$ cat config.mk
export PLATFORM = sky130hd
export DESIGN_NAME = bus_rx_endpoint
export DESIGN_NICKNAME = d
export VERILOG_FILES = /design/src/rtl/bus_rx_endpoint.sv
export SDC_FILE = /design/constraint.sdc
export NUM_CORES = 1
export LEC_CHECK = 0
export ABC_CLOCK_PERIOD_IN_PS = 3800
export BUFFER_PORTS_ARGS = -buffer_cell sky130_fd_sc_hd__buf_2
export CAP_MARGIN = 20
export CORE_UTILIZATION = 34
export DETAILED_ROUTE_END_ITERATION = 8
export PLACE_DENSITY_LB_ADDON = 0.1
export SLEW_MARGIN = 15
export SYNTH_ARGS = -nofsm -noshare
export SYNTH_HDL_FRONTEND = slang
export SYNTH_SLANG_ARGS = --single-unit
$ cat constraint.sdc
create_clock -name clk -period 3.8 [get_ports clk]
set_input_delay 0.19 -clock clk [delete_from_list [all_inputs] [get_ports clk]]
set_output_delay 0.19 -clock clk [all_outputs]
set_load 0.1 [all_outputs]
$ cat src/rtl/bus_rx_endpoint.sv
// bus_rx_endpoint
// Receive-side terminal of the bus. It takes packets delivered on push/D_push,
// keeps those addressed to this terminal (unicast id or broadcast bdcst), and
// queues them in a first-word-fall-through FIFO for a local valid/ready consumer.
//
// Ports:
//   clk          clock, rising edge
//   reset        asynchronous active-low reset
//   push/D_push  packet delivered by the bus; destination ID in the top byte
//   out_valid    FIFO head valid
//   out_data     FIFO head packet
//   out_ready    consumer accepts head when out_valid is high
//   count        FIFO occupancy
//   full         count == depth
//   overflow     sticky: an addressed packet was lost on a full FIFO
//   clr_ovf      synchronous clear of overflow (a new drop wins)
//   drop_cnt     saturating count of overflow drops
//   misroute_cnt saturating count of packets not addressed to this terminal
//
// Build option: define BUS_RX_ERR_CNT_EN to include drop_cnt/misroute_cnt;
// without it both ports are tied to zero and the port list is unchanged.
module bus_rx_endpoint #(
  parameter int         pckg_sz = 16,
  parameter int         depth   = 8,
  parameter logic [7:0] id      = 8'd0,
  parameter logic [7:0] bdcst   = 8'hFF
) (
  input  logic                   clk,
  input  logic                   reset,
  input  logic                   push,
  input  logic [pckg_sz-1:0]     D_push,
  output logic                   out_valid,
  output logic [pckg_sz-1:0]     out_data,
  input  logic                   out_ready,
  output logic [$clog2(depth):0] count,
  output logic                   full,
  output logic                   overflow,
  input  logic                   clr_ovf,
  output logic [7:0]             drop_cnt,
  output logic [7:0]             misroute_cnt
);
  localparam int AW = $clog2(depth);
  localparam int CW = AW + 1;
  localparam logic [CW-1:0] DEPTH_C = CW'(depth);
  localparam logic [CW-1:0] ONE_C   = CW'(1);
  localparam logic [AW-1:0] PTR_ONE = AW'(1);

  typedef enum logic [1:0] {ST_EMPTY, ST_PART, ST_FULL} state_e;

  state_e             state_q;
  logic [pckg_sz-1:0] mem_q [depth];
  logic [AW-1:0]      wr_ptr_q, rd_ptr_q, rd_ptr_d;
  logic [CW-1:0]      count_q, count_d;
  logic               out_valid_q, full_q, overflow_q;
  logic [pckg_sz-1:0] out_data_q;
  logic [7:0]         pkt_id;
  logic               hit, pop, wr, ovf_drop;

  assign pkt_id   = D_push[pckg_sz-1 -: 8];
  assign hit      = push && (pkt_id == id || pkt_id == bdcst);
  assign pop      = out_valid_q && out_ready;
  assign wr       = hit && (!full_q || pop);
  assign ovf_drop = hit && full_q && !pop;

  always_comb begin
    rd_ptr_d = rd_ptr_q;
    count_d  = count_q;
    if (pop)
      rd_ptr_d = rd_ptr_q + PTR_ONE;
    if (wr && !pop)
      count_d = count_q + ONE_C;
    else if (pop && !wr)
      count_d = count_q - ONE_C;
  end

  // Storage array, no reset so it maps onto block RAM.
  always_ff @(posedge clk) begin
    if (wr)
      mem_q[wr_ptr_q] <= D_push;
  end

  always_ff @(posedge clk or negedge reset) begin
    if (!reset) begin
      wr_ptr_q    <= '0;
      rd_ptr_q    <= '0;
      count_q     <= '0;
      out_valid_q <= 1'b0;
      out_data_q  <= '0;
      overflow_q  <= 1'b0;
    end else begin
      if (wr)
        wr_ptr_q <= wr_ptr_q + PTR_ONE;
      rd_ptr_q    <= rd_ptr_d;
      count_q     <= count_d;
      out_valid_q <= (count_d != '0);
      // Registered head: the next head is either the slot being written this
      // cycle (FIFO empty, or draining its last entry) or already in memory.
      // When the FIFO goes empty the last head value is held.
      if (count_d != '0) begin
        if (wr && (wr_ptr_q == rd_ptr_d))
          out_data_q <= D_push;
        else
          out_data_q <= mem_q[rd_ptr_d];
      end
      if (ovf_drop)
        overflow_q <= 1'b1;
      else if (clr_ovf)
        overflow_q <= 1'b0;
    end
  end

  // Occupancy FSM; tracks count_q so full is a clean register output.
  always_ff @(posedge clk or negedge reset) begin
    if (!reset) begin
      state_q <= ST_EMPTY;
      full_q  <= 1'b0;
    end else begin
      case (state_q)
        ST_EMPTY: begin
          if (wr && !pop)
            state_q <= ST_PART;
        end
        ST_PART: begin
          if (wr && !pop && count_q == DEPTH_C - ONE_C) begin
            state_q <= ST_FULL;
            full_q  <= 1'b1;
          end else if (pop && !wr && count_q == ONE_C) begin
            state_q <= ST_EMPTY;
          end
        end
        ST_FULL: begin
          if (pop && !wr) begin
            state_q <= ST_PART;
            full_q  <= 1'b0;
          end
        end
        default: begin
          state_q <= ST_EMPTY;
          full_q  <= 1'b0;
        end
      endcase
    end
  end

`ifdef BUS_RX_ERR_CNT_EN
  logic [7:0] drop_cnt_q, misroute_cnt_q;
  logic       misroute;

  assign misroute = push && !hit;

  always_ff @(posedge clk or negedge reset) begin
    if (!reset) begin
      drop_cnt_q     <= 8'd0;
      misroute_cnt_q <= 8'd0;
    end else begin
      if (ovf_drop && drop_cnt_q != 8'hFF)
        drop_cnt_q <= drop_cnt_q + 8'd1;
      if (misroute && misroute_cnt_q != 8'hFF)
        misroute_cnt_q <= misroute_cnt_q + 8'd1;
    end
  end

  assign drop_cnt     = drop_cnt_q;
  assign misroute_cnt = misroute_cnt_q;
`else
  assign drop_cnt     = 8'd0;
  assign misroute_cnt = 8'd0;
`endif

  assign out_valid = out_valid_q;
  assign out_data  = out_data_q;
  assign count     = count_q;
  assign full      = full_q;
  assign overflow  = overflow_q;

endmodule

==> results of run 1 <==
state kept, by name, indices dropped and copies added (netlist names):
register   count
mem_q        128
out_valid      1
rd_ptr_q       3
wr_ptr_q       3
count          4
out_data      16
state_q        2
full           1
overflow       1
cells by family after synthesis:
logic type / count (synthesis)
AOI/OAI and AO/OA: 52
xor gates and xnor gates: 10
adders and majority gates: 5
buffers and inverters: 46
DFF: 159
muxes: 88
other: 1
and+or+nand+nor: 81
area by class of cell:
class,instances,share of cell area (%)
clock buffer,18,5.31
clock inverter,14,2.34
inverter,9,0.418
multi-input combinational,252,25.6
sequential,159,57.1
tap,265,4.10
timing repair buffer,66,5.17
power groups by stage:
stage	Clock [W]	Sequential, W	Combinational (W)
CTS	0.00184	0.00216	0.00340
global route	0.00189	0.00218	0.00357
global placement	0	0.00219	0.00337
detailed placement	0	0.00219	0.00338
finish	0.00179	0.00216	0.00336
floorplan	0	0.00297	0.00186
Yosys cell counts, drive strengths merged, types with 2 or more instances:
library cell,instances
a32o,15
or4,2
inv,9
nor3b,4
clkbuf,7
o21ai,7
nand2b,3
a21oi,4
o32ai,2
nor3,3
edfxtp,128
ha,5
nand3,3
buf,30
xnor2,7
nor2,13
and2,2
mux2,34
nor4,2
dfrtp,31
mux2i,54
nor2b,2
xor2,3
nand4,3
a221oi,15
nand2,41
worst reg2reg max path, delay by kind of cell, from the launching register on:
kind | cells | cell delay [ns]
simple gates | 1 | 0.50
compound gates | 2 | 0.67
buf+inv | 2 | 0.30
flops | 1 | 0.41
mux | 4 | 0.88
through the flow:
step	total power, W	area (um^2)	setup slack [ns]	hold WS (ns)	util [%]
after floorplan	0.00483	6920	0.308	-0.106	-
after global placement	0.00556	7450	0.661	0.364	37.9
after detailed placement	0.00557	7450	0.604	0.373	37.9
after CTS	0.00740	8090	0.966	0.0470	41.2
after global routing	0.00765	8090	0.833	0.0631	41.2
final	0.00731	8090	0.973	0.0690	41.2
worst max-delay path by stage:
stage | slack (ns) | start | cells past startpoint | to
floorplan | 0.31 | out_valid | 4 | mem_q[2][0]
CTS | 0.97 | out_valid | 9 | out_data[15]
global route | 0.83 | out_valid | 9 | out_data[15]
detailed placement | 0.60 | D_push[12] | 8 | mem_q[2][5]
global placement | 0.66 | D_push[8] | 8 | mem_q[2][5]
finish | 0.97 | out_valid | 9 | out_data[15]
layer usage:
| layer | vias to the layer above | GRT usage, % |
|---|---|---|
| met4 | 0 | 5.04 |
| met1 | 1962 | 22.1 |
| met5 | - | 0 |
| met3 | 13 | 3.68 |
| met2 | 89 | 25.1 |
| li1 | 1800 | - |
repair_timing:
item,in CTS,in global routing
hold buffers,2,0
endpoints found under the hold margin,32,0
setup endpoints to repair,0,0
placed cells by master (no fill, tap or decap), types with 4 or more instances in the layout:
| cell | Yosys | final |
|---|---|---|
| clkbuf_16 | 0 | 17 |
| nor2_1 | 12 | 12 |
| nor3b_2 | 0 | 4 |
| bufinv_16 | 0 | 4 |
| a32o_1 | 15 | 15 |
| dfrtp_1 | 31 | 31 |
| a221oi_1 | 15 | 15 |
| mux2_4 | 9 | 9 |
| inv_1 | 8 | 8 |
| nand2_1 | 41 | 41 |
| xnor2_1 | 6 | 6 |
| o21ai_0 | 5 | 5 |
| ha_1 | 5 | 5 |
| a21oi_1 | 4 | 4 |
| buf_2 | 8 | 43 |
| buf_4 | 16 | 19 |
| mux2i_1 | 53 | 53 |
| mux2_2 | 25 | 25 |
| edfxtp_1 | 128 | 128 |
| conb_1 | 1 | 16 |
==> flow_summary.ini, run 1 <==
[status]
status = finished, final reports clean

[route]
wl_met3_um = 503
drc = 0
met2_length_mm = 7.31
wire_per_inst_um = 19.8
dr_total_vias = 3864
highest_layer = met4
route.layer.met1.wl_mm = 7.46
drt_iter0_markers = 182
wl_mm = 15.5
dr.pass1.iters = 4
ant_nets = 0
vias_per_cell = 4.93

[floorplanning]
die_w_um = 144
ios = 60
dieArea_um2 = 20800
core_um2 = 19700
die_h_um = 144
core.rowCount = 51
start_util_pct = 34.9

[logic_synthesis]
synth_top_family_by_area = multiplexers
yosysUniqueCellTypes = 50
synth-seq-area-share_pct = 67.3
synth_warnings = 0
yosys.area_share.simple_pct = 5.71
yosys.area_share.adder_pct = 0.912
synth_compound_area_share_pct = 6.56
ys_ff_latch = 159
synth_area_leaders = edfxtp_1, dfrtp_1, mux2i_1
synthArstFlopShare_pct = 19.5
syn-cell-area_um2 = 6860
synth_top_cell_by_area = edfxtp_1
avgSynthCellArea_um2 = 15.5
synth_xor_area_share_pct = 1.39
synth_top_area_share_pct = 56.0
synth_enable_flop_cells = 128
ys.flop_type = edfxtp_1
synthMuxAreaShare_pct = 14.1
postSynthCellCount = 442

[global_route]
grt_pass1_vias = 3870
gr-total-overflow = 0
grt_usage_pct = 16.1
antenna_found_initial = 0
grt_max_degree = 47
grt_pass1_wl_mm = 23.7

[hold_path]
hold_path.class = input port to register
hold_depth = 1
whs_endpoint = mem_q[7][2]
min_from = D_push[2]

[finish]
antenna_cells = 0
fillers = 1857
regArea_um2 = 4620
layout.cells.non_filler = 783
area_delta_synth_final_pct = 17.9
multi_input_area_um2 = 2070
final_layout_size_suffix_gt1_share_pct = 27.8
finish.net_count = 531

[setup_path]
reg2regPathDepth = 9
worst_path_max_delay_cell = and2_1
critPathCaptureType = register
critPathBufInv = 2
crit_family = multiplexers
worstReg2RegEnd = out_data[15]
startpoint_type = register
ff2ff_setup_slack_ns = 0.97
path_cells = and2_1, mux2i_1, inv_2, buf_12, mux2i_1, a32o_1, a221oi_1, mux2_2, mux2_2
cp.arrival_ns = 3.18
cp_max_fo = 46
r2r-start = out_valid
cp.required_ns = 4.16
max_stage_delay_ns = 0.50
worstSetupPathType = register to register

[sta]
max_clock_freq_ghz = 0.354
worst_pin_slew_ns = 0.871
slew_viol_final = 0
setup_viol = 0
finalSetupTns_ns = 0
relSlewSlack_pct = 42.0
layout_min_cycle_time_ns = 2.83
clock_skew_ns = 0.00847
fin_crit_sh_pct = 74.4
rsz0062_at_grt = no
hold_viol = 0

[place]
placed_cells = 749
port_buffers = 43
hpwl_mm = 9.48
place_congestion = 0.809

[clock_tree]
h-tree-depth = 4
cts_tree = built
clock_latency_ns = 0.42
path_clk_slew_ns = 0.06
cts_resized = 0
clk_path_buf_depth = 2
post_cts_buffers = 0
clock-sinks = 159
clockRootBuffer = clkbuf_16
cts_buffers = 17

[pwr]
netSwitchingFraction_pct = 40.5
switching_power_w = 0.00296
pwr-share-clk_pct = 24.5
ir_drop_uv = 414
p_leak_nw = 2.99
internal_power_w = 0.00435
seq_power_share_pct = 29.5
power_density_nw_per_um2 = 903
power_frac_comb_pct = 46.0

[job]
cap_viol_max_count = 0
No activity file was read; power rests on OpenSTA's default activity.
==> run 2: changes to the inputs <==
ABC_CLOCK_PERIOD_IN_PS = 2700   (was 3800)
clock period = 2.7 ns   (was 3.8 ns; I/O delays follow)
==> run 2 against run 1 <==
  * Total power increased by 42%
  * Largest power group unchanged
  * Sequential cell count unchanged
  * Sequential power increased by 42%
  * Non-clock buffer count increased by 28
  * Largest cell class unchanged
==> flow_summary.ini, run 2 (synthesis gave the netlist of run 1 again) <==
[status]
status = finished, final reports clean

[route]
drt_iter0_markers = 173
wire_per_inst_um = 19.5
dr.pass1.iters = 4
wl_mm = 15.8
vias_per_cell = 4.88
drc = 0
dr_total_vias = 3958
ant_nets = 0

[finish]
registers.top_by_ff_count = mem_q
most-common-layout-cells = edfxtp_1, mux2i_1, buf_2
area_delta_synth_final_pct = 22.2
final_common_cell = edfxtp_1
largest_reg_flops = 128
antenna_cells = 0
fillers = 1841
regArea_um2 = 4630
finish.net_count = 559
multi_input_area_um2 = 2080
final_layout_size_suffix_gt1_share_pct = 31.1
utilization_pct = 42.7

[pwr]
power_density_nw_per_um2 = 1240
total_power_w = 0.0104
ir_drop_uv = 587
p_leak_nw = 3.11

[clock_tree]
cts_tree = built
clock-sinks = 159
clk_path_buf_depth = 2
path_clk_slew_ns = 0.06
h-tree-depth = 4
cts_resized = 0
clock_latency_ns = 0.42
clockRootBuffer = clkbuf_16
cts_buffers = 17

[global_route]
grt_pass1_vias = 4036
grt_pass1_wl_mm = 24.2
grt_usage_pct = 16.6
gr-total-overflow = 0
grt_max_degree = 32
antenna_found_initial = 0

[sta]
slew_viol_final = 0
relSlewSlack_pct = 45.2
setup_viol = 0
rsz0062_at_grt = no
hold_viol = 0
fin_crit_sh_pct = 92.5
layout_min_cycle_time_ns = 2.50
fin_hold_ws_ns = 0.0202
clock_skew_ns = 0.00612
finalSetupTns_ns = 0
max_clock_freq_ghz = 0.401
worst_pin_slew_ns = 0.821
layout_setup_ws_ns = 0.204

[hold_path]
min_from = D_push[7]
hold_depth = 1
hold_path.class = input port to register
whs_endpoint = mem_q[1][7]

[place]
preCtsSetupSlack_ns = -0.0191
hpwl_mm = 10.0
place_congestion = 0.781
port_buffers = 43

[setup_path]
cp.arrival_ns = 2.79
critPathBufInv = 2
cp.required_ns = 3.00
cp_max_fo = 9
critPathCaptureType = register
r2r-start = out_valid
worstSetupPathType = register to register
path_cells = nand2_1, o2111a_1, buf_4, a21o_1, or3_1, a311oi_4, buf_4, mux2_4
worstReg2RegEnd = out_data[2]
startpoint_type = register
reg2regPathDepth = 8
max_stage_delay_ns = 0.43
worst_path_max_delay_cell = dfrtp_4
crit_family = compound AO/OA/AOI/OAI gates
ff2ff_setup_slack_ns = 0.20
path_common_cell = buf_4

[floorplanning]
core_um2 = 19700
dieArea_um2 = 20800
start_util_pct = 34.9
die_h_um = 144
die_w_um = 144
core.rowCount = 51
ios = 60

[job]
cap_viol_max_count = 0
-- run 2: cell types whose count changed in the layout (fill, tap and decap cells not counted), sizes merged --
cell / before / now
buf: 64 / 86
clkinv: 6 / 4
bufinv: 4 / 1
clkinvlp: 2 / 3
dlygate4sd3: 2 / 8
inv: 11 / 10
clkbuf: 18 / 23
-- run 2: area by class of cell --
class	instances	area share, %
Sequential cell	159	55.2
Multi-Input combinational cell	252	24.8
Timing Repair Buffer	94	9.01
Clock buffer	23	5.58
Tap cell	265	3.95
Clock inverter	9	1.01
Inverter	9	0.433
-- run 2: worst max-delay path by stage --
stage          cells after the start        start  slack (ns)           end
2_1_floorplan                      7     count[0]       0.008   out_data[0]
3_3_place_gp                      10    D_push[8]        0.04  out_data[14]
3_5_place_dp                      10    D_push[8]       -0.02   out_data[2]
4_1_cts                            9  rd_ptr_q[1]        0.16   out_data[2]
5_1_grt                            8    out_valid        0.03   out_data[2]
6_report                           8    out_valid        0.20   out_data[2]
-- run 2: power by group --
group | internal [W] | total, W | switching, W
Combinational | 0.00197 | 0.00505 | 0.00308
Sequential | 0.00287 | 0.00306 | 0.000189
Clock | 0.00132 | 0.00226 | 0.000942
-- run 2: stage by stage --
step | instances | instance area, um^2
6_report | 811 | 8380
5_1_grt | 811 | 8380
4_1_cts | 811 | 8380
3_5_place_dp | 771 | 7750
3_3_place_gp | 771 | 7750
2_1_floorplan | 457 | 6980
-- run 2: per-layer routing --
metal | routed length [um] | track usage [%] | up-vias
li1 | - | - | 1851
met1 | 7270 | 22.3 | 2003
met2 | 7660 | 27.0 | 92
met3 | 732 | 3.87 | 12
met4 | 148 | 4.03 | 0
met5 | 0 | 0 | -
-- run 2: timing repair --
action                    in CTS  in global routing
buffers inserted               0                  0
hold endpoints to repair      59                  0
hold buffers                   8                  0
==> run 3: changes to the inputs <==
ABC_CLOCK_PERIOD_IN_PS = 2800   (was 2700)
clock period = 2.8 ns   (was 2.7 ns; I/O delays follow)
==> run 3 against run 2 <==
  * Worst hold slack better by 0.012 ns
  * Combinational power down 5.1%
  * Cell count down 0.86%
==> flow_summary.ini, run 3 (synthesis gave the netlist of run 1 again) <==
[pwr]
power_density_nw_per_um2 = 1220
ir_drop_uv = 553
p_leak_nw = 3.11

[global_route]
grt_pass1_vias = 3909
grt_pass1_wl_mm = 24.3
antenna_found_initial = 0
grt_max_degree = 45
grt_usage_pct = 16.6
gr-total-overflow = 0

[setup_path]
cp.required_ns = 3.10
worstSetupPathType = register to register
reg2regPathDepth = 9
r2r-start = rd_ptr_q[1]
max_stage_delay_ns = 0.39
worst_path_max_delay_cell = dfrtp_1
ff2ff_setup_slack_ns = 0.28
startpoint_type = register
cp.arrival_ns = 2.82
cp_max_fo = 8
path_cells = ha_1, nand3_1, xnor2_1, buf_12, xor2_1, and4_1, buf_4, mux2_2, mux2_4
worstReg2RegEnd = out_data[14]
critPathCaptureType = register

[sta]
fin_hold_ws_ns = 0.0323
fin_crit_sh_pct = 89.9
setup_viol = 0
layout_min_cycle_time_ns = 2.52
hold_viol = 0
clock_skew_ns = 0.00936
relSlewSlack_pct = 49.9
max_clock_freq_ghz = 0.397
worst_pin_slew_ns = 0.752
slew_viol_final = 0
finalSetupTns_ns = 0
rsz0062_at_grt = no

[floorplanning]
start_util_pct = 34.9
die_h_um = 144
dieArea_um2 = 20800
core.rowCount = 51
die_w_um = 144
ios = 60
core_um2 = 19700

[finish]
largest_reg_flops = 128
antenna_cells = 0
finish.net_count = 552
area_delta_synth_final_pct = 22.0
final_common_cell = edfxtp_1
most-common-layout-cells = edfxtp_1, mux2i_1, buf_2
final_layout_size_suffix_gt1_share_pct = 30.4
registers.top_by_ff_count = mem_q

[clock_tree]
cts_buffers = 17
cts_tree = built
clock_latency_ns = 0.42
clock-sinks = 159
post_cts_buffers = 0
h-tree-depth = 4
path_clk_slew_ns = 0.06
clk_path_buf_depth = 2
cts_resized = 0
clockRootBuffer = clkbuf_16

[place]
port_buffers = 43
hpwl_mm = 9.91
place_congestion = 0.732

[job]
cap_viol_max_count = 0

[status]
status = finished, final reports clean

[route]
wl_mm = 16.0
dr_total_vias = 3919
drt_iter0_markers = 309
ant_nets = 0
dr.pass1.iters = 5
drc = 0
wire_per_inst_um = 20.0
vias_per_cell = 4.87

[hold_path]
min_from = D_push[0]
whs_endpoint = mem_q[5][0]
hold_path.class = input port to register
hold_depth = 1
==> run 3: cell type report <==
| cell class | instances | area (um^2) |
|---|---|---|
| fill | 1827 | 11300 |
| sequential | 159 | 4630 |
| multi-input combinational | 252 | 2080 |
| timing repair buffer | 87 | 683 |
| clock buffer | 23 | 458 |
| tap | 265 | 332 |
| clock inverter | 9 | 158 |
| inverter | 9 | 33.8 |
==> run 3: worst max path at each step <==
stage / from / endpoint / slack (ns)
finish: rd_ptr_q[1] / out_data[14] / 0.28
global route: out_valid / out_data[15] / 0.05
CTS: out_valid / out_data[15] / 0.25
detailed placement: D_push[15] / out_data[15] / 0.09
global placement: D_push[12] / out_data[9] / 0.13
floorplan: out_valid / out_data[0] / 0.003
==> run 3: stage by stage <==
stage	instance area (um^2)	std cells	util [%]	power [W]	setup WS [ns]
after floorplan	6970	457	-	0.00660	0.00345
after global placement	7700	767	39.2	0.00784	0.133
after detailed placement	7700	767	39.2	0.00785	0.0947
after CTS	8370	804	42.6	0.0103	0.254
after global routing	8370	804	42.6	0.0107	0.0545
final	8370	804	42.6	0.0102	0.281
==> run 3: what timing repair did <==
action / in CTS / in global routing
setup endpoints to repair: 0 / 0
hold buffers: 5 / 0
endpoints found under the hold margin: 49 / 0
==> run 3: worst max-delay path, delay by kind of cell, from the launching register on <==
kind	cells	cell delay [ns]
and+or+nand+nor	2	0.36
adders and majority gates	1	0.26
buffers and inverters	2	0.39
DFF	1	0.39
xor gates and xnor gates	2	0.39
muxes	2	0.63
==> run 3: where the power goes <==
group          switching (W)  total, W  internal, W
clock               0.000909   0.00243      0.00152
combinational        0.00295   0.00479      0.00184
sequential          0.000192   0.00296      0.00277
total                0.00405    0.0102      0.00613
==> run 3: layer usage <==
layer	part of all wire (%)	up-vias	wire length (um)	global-route usage (%)
li1	-	1831	-	-
met1	47	1980	7520	22.2
met2	49	96	7800	27.3
met3	3.3	12	527	2.88
met4	1.2	0	197	5.54
met5	0	-	0	0
